==> src/rtl/fifo_wr_arbiter.sv <==
// Round-robin arbiter that shares one FIFO write port among N requesters.
// Each winning word is latched, then written when the FIFO is not full.
module fifo_wr_arbiter #(
  parameter int W = 6,
  parameter int N = 4
) (
  input  logic           r_clk,
  input  logic           reset,
  input  logic [N-1:0]   req,
  input  logic [N*W-1:0] req_data,
  output logic [N-1:0]   ack,
  input  logic           fifo_full,
  output logic           fifo_we,
  output logic [W-1:0]   fifo_data,
  output logic           busy,
  output logic [7:0]     stall_cnt
);

  localparam int IW = (N > 1) ? $clog2(N) : 1;

  typedef enum logic {
    ARB   = 1'b0,
    WRITE = 1'b1
  } state_t;

  state_t        state_q, state_d;
  logic [IW-1:0] rr_ptr_q, rr_ptr_d;
  logic [IW-1:0] win_q, win_d;
  logic [W-1:0]  data_q, data_d;
  logic [7:0]    stall_q, stall_d;

  logic          pick_valid;
  logic [IW-1:0] pick_idx;
  logic [IW-1:0] cand;

  // Scan from the farthest offset down so the nearest set request after rr_ptr wins.
  always_comb begin
    pick_valid = 1'b0;
    pick_idx   = '0;
    cand       = '0;
    for (int off = N - 1; off >= 0; off--) begin
      cand = IW'((int'(rr_ptr_q) + off) % N);
      if (req[cand]) begin
        pick_valid = 1'b1;
        pick_idx   = cand;
      end
    end
  end

  always_comb begin
    state_d  = state_q;
    rr_ptr_d = rr_ptr_q;
    win_d    = win_q;
    data_d   = data_q;
    stall_d  = stall_q;
    fifo_we  = 1'b0;
    ack      = '0;
    busy     = 1'b0;
    case (state_q)
      ARB: begin
        if (pick_valid) begin
          data_d  = req_data[int'(pick_idx)*W +: W];
          win_d   = pick_idx;
          state_d = WRITE;
        end
      end
      WRITE: begin
        busy = 1'b1;
        // Reset suppresses the write so a discarded word is never half-delivered.
        if (!fifo_full && !reset) begin
          fifo_we    = 1'b1;
          ack[win_q] = 1'b1;
          rr_ptr_d   = (win_q == IW'(N - 1)) ? '0 : win_q + 1'b1;
          state_d    = ARB;
        end else if (fifo_full && stall_q != 8'hFF) begin
          stall_d = stall_q + 8'd1;
        end
      end
      default: state_d = ARB;
    endcase
  end

  always_ff @(posedge r_clk) begin
    if (reset) begin
      state_q  <= ARB;
      rr_ptr_q <= '0;
      win_q    <= '0;
      data_q   <= '0;
      stall_q  <= '0;
    end else begin
      state_q  <= state_d;
      rr_ptr_q <= rr_ptr_d;
      win_q    <= win_d;
      data_q   <= data_d;
      stall_q  <= stall_d;
    end
  end

  assign fifo_data = data_q;
  assign stall_cnt = stall_q;

endmodule

==> config.mk <==
export PLATFORM = sky130hd
export DESIGN_NAME = fifo_wr_arbiter
export DESIGN_NICKNAME = d
export VERILOG_FILES = /design/src/rtl/fifo_wr_arbiter.sv
export SDC_FILE = /design/constraint.sdc
export NUM_CORES = 1
export LEC_CHECK = 0
export ABC_AREA = 1
export ABC_CLOCK_PERIOD_IN_PS = 2070
export CELL_PAD_IN_SITES_DETAIL_PLACEMENT = 2
export CELL_PAD_IN_SITES_GLOBAL_PLACEMENT = 2
export CORE_MARGIN = 2
export CORE_UTILIZATION = 23
export CTS_BUF_LIST = sky130_fd_sc_hd__clkbuf_8
export DETAILED_ROUTE_END_ITERATION = 8
export PLACE_DENSITY_LB_ADDON = 0.3
export SYNTH_ARGS = -nofsm -noshare
export SYNTH_HDL_FRONTEND = slang
export SYNTH_SLANG_ARGS = --single-unit
export TNS_END_PERCENT = 30
==> constraint.sdc <==
create_clock -name r_clk -period 2.07 [get_ports r_clk]
set_input_delay 0.621 -clock r_clk [delete_from_list [all_inputs] [get_ports r_clk]]
set_output_delay 0.621 -clock r_clk [all_outputs]
set_load 0.1 [all_outputs]
* Word level (Yosys, flattened, before mapping)
Cells that the tools add are included.
Word-level totals: register bits after elaboration 19, input bits 31, output and inout bits 20, word-level logic and storage cells 57
Cells by class: add/sub/neg operators 5, $mul 1, magnitude comparators 6, equal/unequal tests 2, shifts and indexed selects 1, muxes and demuxes 27, bitwise logic cells 2, reduce and logical (&&, ||, !) cells 8
Operator list (number):
- $shiftx A24 B6 Y6 | 1
- $lt A2 B3 Y1 const B | 5
- $mux W1 | 14
- $mux W2 | 5
- $add A8 B1 Y8 const B | 1
- $bmux W1 S2 | 4
- $mux W4 | 2
- $ne A8 B8 Y1 const B | 1
- $add A2 B1 Y2 const B | 2
- $add A2 B2 Y2 const B | 2
- $mul A2 B2 Y4 const B | 1
- $reduce_and A2 Y1 | 2
- $logic_and A1 B1 Y1 | 3
- $reduce_and A3 Y1 | 1
- $demux W1 S2 | 1
- $eq A2 B2 Y1 const B | 1
- $ge A2 B1 Y1 const B | 1
- $logic_not A1 Y1 | 2
- $not A1 Y1 | 2
- $pmux W1 S2 | 1

* Longest topological paths before layout
depth after elaboration 9, gate-level depth with buffers 14, mapped depth without buffers 13

* Worst setup path after synthesis
Ideal clock, no wire load.
kind register to output, from register state_q, to output ack[3], arrival 4.204 ns, required time 1.449 ns, slack -2.755 ns, stages on the path, launching flop included 5, buffers on the path 0, path through dfxtp_1 -> inv_1 -> nor2_1 -> inv_1 -> nor2_1
Between the ends: cells in the longest elaborated chain, start to end 1
Ends and longest elaborated chain:
- from (decl) | line 26 | state_t state_q, state_d;
- from (signal assigned) | line 91 | state_q <= state_d;
- $mux W4 | line 59 | case (state_q)
- to (decl) | line 11 | output logic [N-1:0] ack,
No other way between the ends.

* Worst setup path in the final report
from input fifo_full, to output ack[1]
Between the ends: cells in the longest elaborated chain, start to end 4
Ends and longest elaborated chain:
- from (decl) | line 12 | input logic fifo_full,
- $logic_not A1 Y1 | line 70 | if (!fifo_full && !reset) begin
- $logic_and A1 B1 Y1 | line 70
- $mux W4 | line 70
- $mux W4 | line 59
No other way between the ends.

==> flow_summary.ini <==
[status]
status = completed

[setup_path]
end_kind = output pin
regToRegStartpoint = rr_ptr_q[0]
crit_type = input port to output pin
crit_required_ns = 1.45
crit_fanout = 3
startpoint_type = input port
cp_slowest_stage_delay_ns = 0.19
cp.arrival_ns = 1.38
cp-startpoint = fifo_full
worstPathCellList = buf_2 -> nor2_4 -> buf_6 -> nand2_1 -> nor2_2 -> buf_12
slowest_stage = buf_12

[pwr]
peakVddDrop_uv = 482
finalPower_uw = 1540
pwr_density_cell_nw_per_um2 = 583
p_leak_uw = 0.00128

[job]
maxCapViolations = 0

[clocking]
cts.path.max_buffers = 2
clock-root-buffer = clkbuf_8
cts_sinks = 19
cts_buffers = 3
clock_latency_ns = 0.26
cts_hold_buf = 0
path_clk_slew_ns = 0.08
cts_tree = yes
htreeDepth = 1

[cells_and_area]
nNetsFinal = 345
regArea_um2 = 384
nFillCells = 691
multi_input_area_um2 = 951
drive_gt1_share_pct = 31.5
stdcell_count = 383
diodes = 0
syn_to_final_growth_pct = 82.3
design_area_um2 = 2640

[logic_synthesis]
ys_seq_area_share_pct = 26.3
synth_fa_ha_area_share_pct = 4.32
synth-simple-area-share_pct = 40.5
synthMuxAreaShare_pct = 0
syn-num-nets = 270
synth.avg_cell_area_um2 = 6.19
yosysUniqueCellTypes = 29
yosysWarnings = 0
netlist_area_um2 = 1450
synth_compound_area_share_pct = 9.51
postSynthCellCount = 234
ys_ff_latch = 19
synth_top_family_by_area = simple AND/OR/NAND/NOR gates
post_synth_xor_area_fraction_pct = 1.21

[routing]
antenna_left = 0
viasPerCell = 4.50
drc = 0
dr.pass1.iters = 4
wl_um = 5320
vias = 1724
drt-wirelength-per-cell_um = 13.9
first_iter_violations = 38

[timing]
max_slew_margin_pct = 76.3
hold_viol_final = 0
skew_ns = 0.00497
timing.hold.ws_ns = 0.505
worst_pin_slew_ns = 0.352
rsz0062_at_grt = false
drv_slew = 0
timing.final.crit_share_pct = 96.8
fin_crit_ns = 2.00
fmax_mhz = 499
setup_viol = 0

[die]
design.core.area_um2 = 5990
fp-row-count = 28
die_area_um2 = 6940
start_util_pct = 24.2
fp.dieH_um = 83.3
pin_count = 51
die_w_um = 83.3

[global_route]
grt_pass1_wl_um = 8480
grt_pass1_vias = 1818
grt_max_degree = 15
gr-total-overflow = 0
grt_antenna_before_repair = 0
grt_usage_pct = 14.6

[worst_hold_path]
hp-start = stall_cnt[4]
hp-class = flip-flop to flip-flop

[place]
placed_area_um2 = 2380
hpwlAfterDp_um = 4010
place_inst = 374
port_buffers = 50
gp_congestion = 0.816
where the power goes:
| group | internal (uW) | leakage (uW) | total (uW) | switching [uW] |
|---|---|---|---|---|
| Combinational | 343 | 0.00110 | 838 | 495 |
| Clock | 134 | 0.0000255 | 260 | 126 |
| Sequential | 400 | 0.000156 | 441 | 41.3 |
through the flow:
step	setup TNS, ns	worst slack [ns]	utilization, %
floorplan	-0.978	-0.521	-
global placement	-4.46	-0.295	39.7
detailed placement	-6.05	-0.390	39.7
CTS	-0.0117	-0.0117	40.7
global route	0	0.00638	44.0
finish	0	0.0654	44.0
synthesized netlist by cell type:
cell type  instances  area (um^2)
a211oi_1           2         15.0
a211oi_2           1         12.5
a21boi_2           1         11.3
a21oi_1           10         50.1
buf_2              1         5.00
buf_4              2         15.0
buf_6              3         33.8
dfxtp_1           19          380
ha_1               5         62.6
inv_1             51          191
inv_2              3         11.3
inv_4              1         6.26
nand2_1           46          173
nand2_2            4         25.0
nand2_4            2         22.5
nand3_1           37          185
nand3_2            3         30.0
nand3b_1           1         7.51
nand4_1            2         12.5
nor2_1            24         90.1
nor2_2             2         12.5
nor3_2             1         10.0
nor3b_2            1         12.5
o21ai_0            5         25.0
o21ai_1            3         15.0
o21ai_2            1         8.76
or2_0              1         6.26
xnor2_1            1         8.76
xor2_1             1         8.76
final timing paths:
kind,end,slack (ns),cells after the start
worst max-delay path,ack[1],0.07,6
worst min-delay path,stall_cnt[4],0.51,2
worst max register to register,fifo_data[4],0.16,12
worst min register to register,stall_cnt[4],0.51,2
cell type report:
cell class | instances | share of cell area, %
Multi-Input combinational cell | 154 | 36.0
Timing Repair Buffer | 76 | 36.0
Sequential cell | 19 | 14.6
Tap cell | 75 | 3.56
Inverter | 55 | 8.11
Clock buffer | 3 | 1.56
Clock inverter | 1 | 0.190
critical path, delay by kind of cell:
| family | cells | cell delay (ns) |
|---|---|---|
| buf+inv | 3 | 0.42 |
| simple gates | 3 | 0.33 |
routing by layer:
layer | track usage (%) | wire [um] | vias up
met4 | 1.79 | 14 | 0
met2 | 26.9 | 2770 | 28
met1 | 17.8 | 2390 | 822
met3 | 2.78 | 145 | 2
li1 | - | - | 872
met5 | 0 | 0 | -
registers in the layout, indices dropped and copies added, names as in the netlist:
register and flops:
fifo_data 6, state_q 1, win_q 2, stall_cnt 8, rr_ptr_q 2
cells in the final DEF (no fill, tap or decap), types with 2 or more instances in the layout:
cell	count
inv_1	47
nand2_1	38
nand3_1	33
clkdlybuf4s50_1	24
buf_4	21
buf_12	20
nor2_1	18
dfxtp_1	18
a21oi_1	9
nand2_2	9
inv_2	7
nor2_2	5
o21ai_0	5
ha_1	5
nand3_4	4
nand2_4	4
dlymetal6s2s_1	4
nor2_4	3
nand3_2	3
clkbuf_8	3
nand4_1	2
a211oi_1	2
o21ai_1	2
clkbuf_16	2
buf_2	2
buf_8	2
cell families (layout without fill, tap and decap cells):
family / Yosys count / after routing
AO/OA/AOI/OAI: 23 / 23
XOR/XNOR: 2 / 2
adder cells (fa/ha/maj): 5 / 5
buffers and inverters: 61 / 135
flip-flops: 19 / 19
AND/OR/NAND/NOR: 124 / 124
repair_timing:
| action | 4_1_cts | 5_1_grt |
|---|---|---|
| cloned | 0 | 2 |
| setup buffers | 0 | 3 |
| gates resized for setup | 14 | 31 |
| pin swaps | 3 | 7 |
| setup endpoints to repair | 15 | 8 |
No activity file was read; power rests on OpenSTA's default activity.
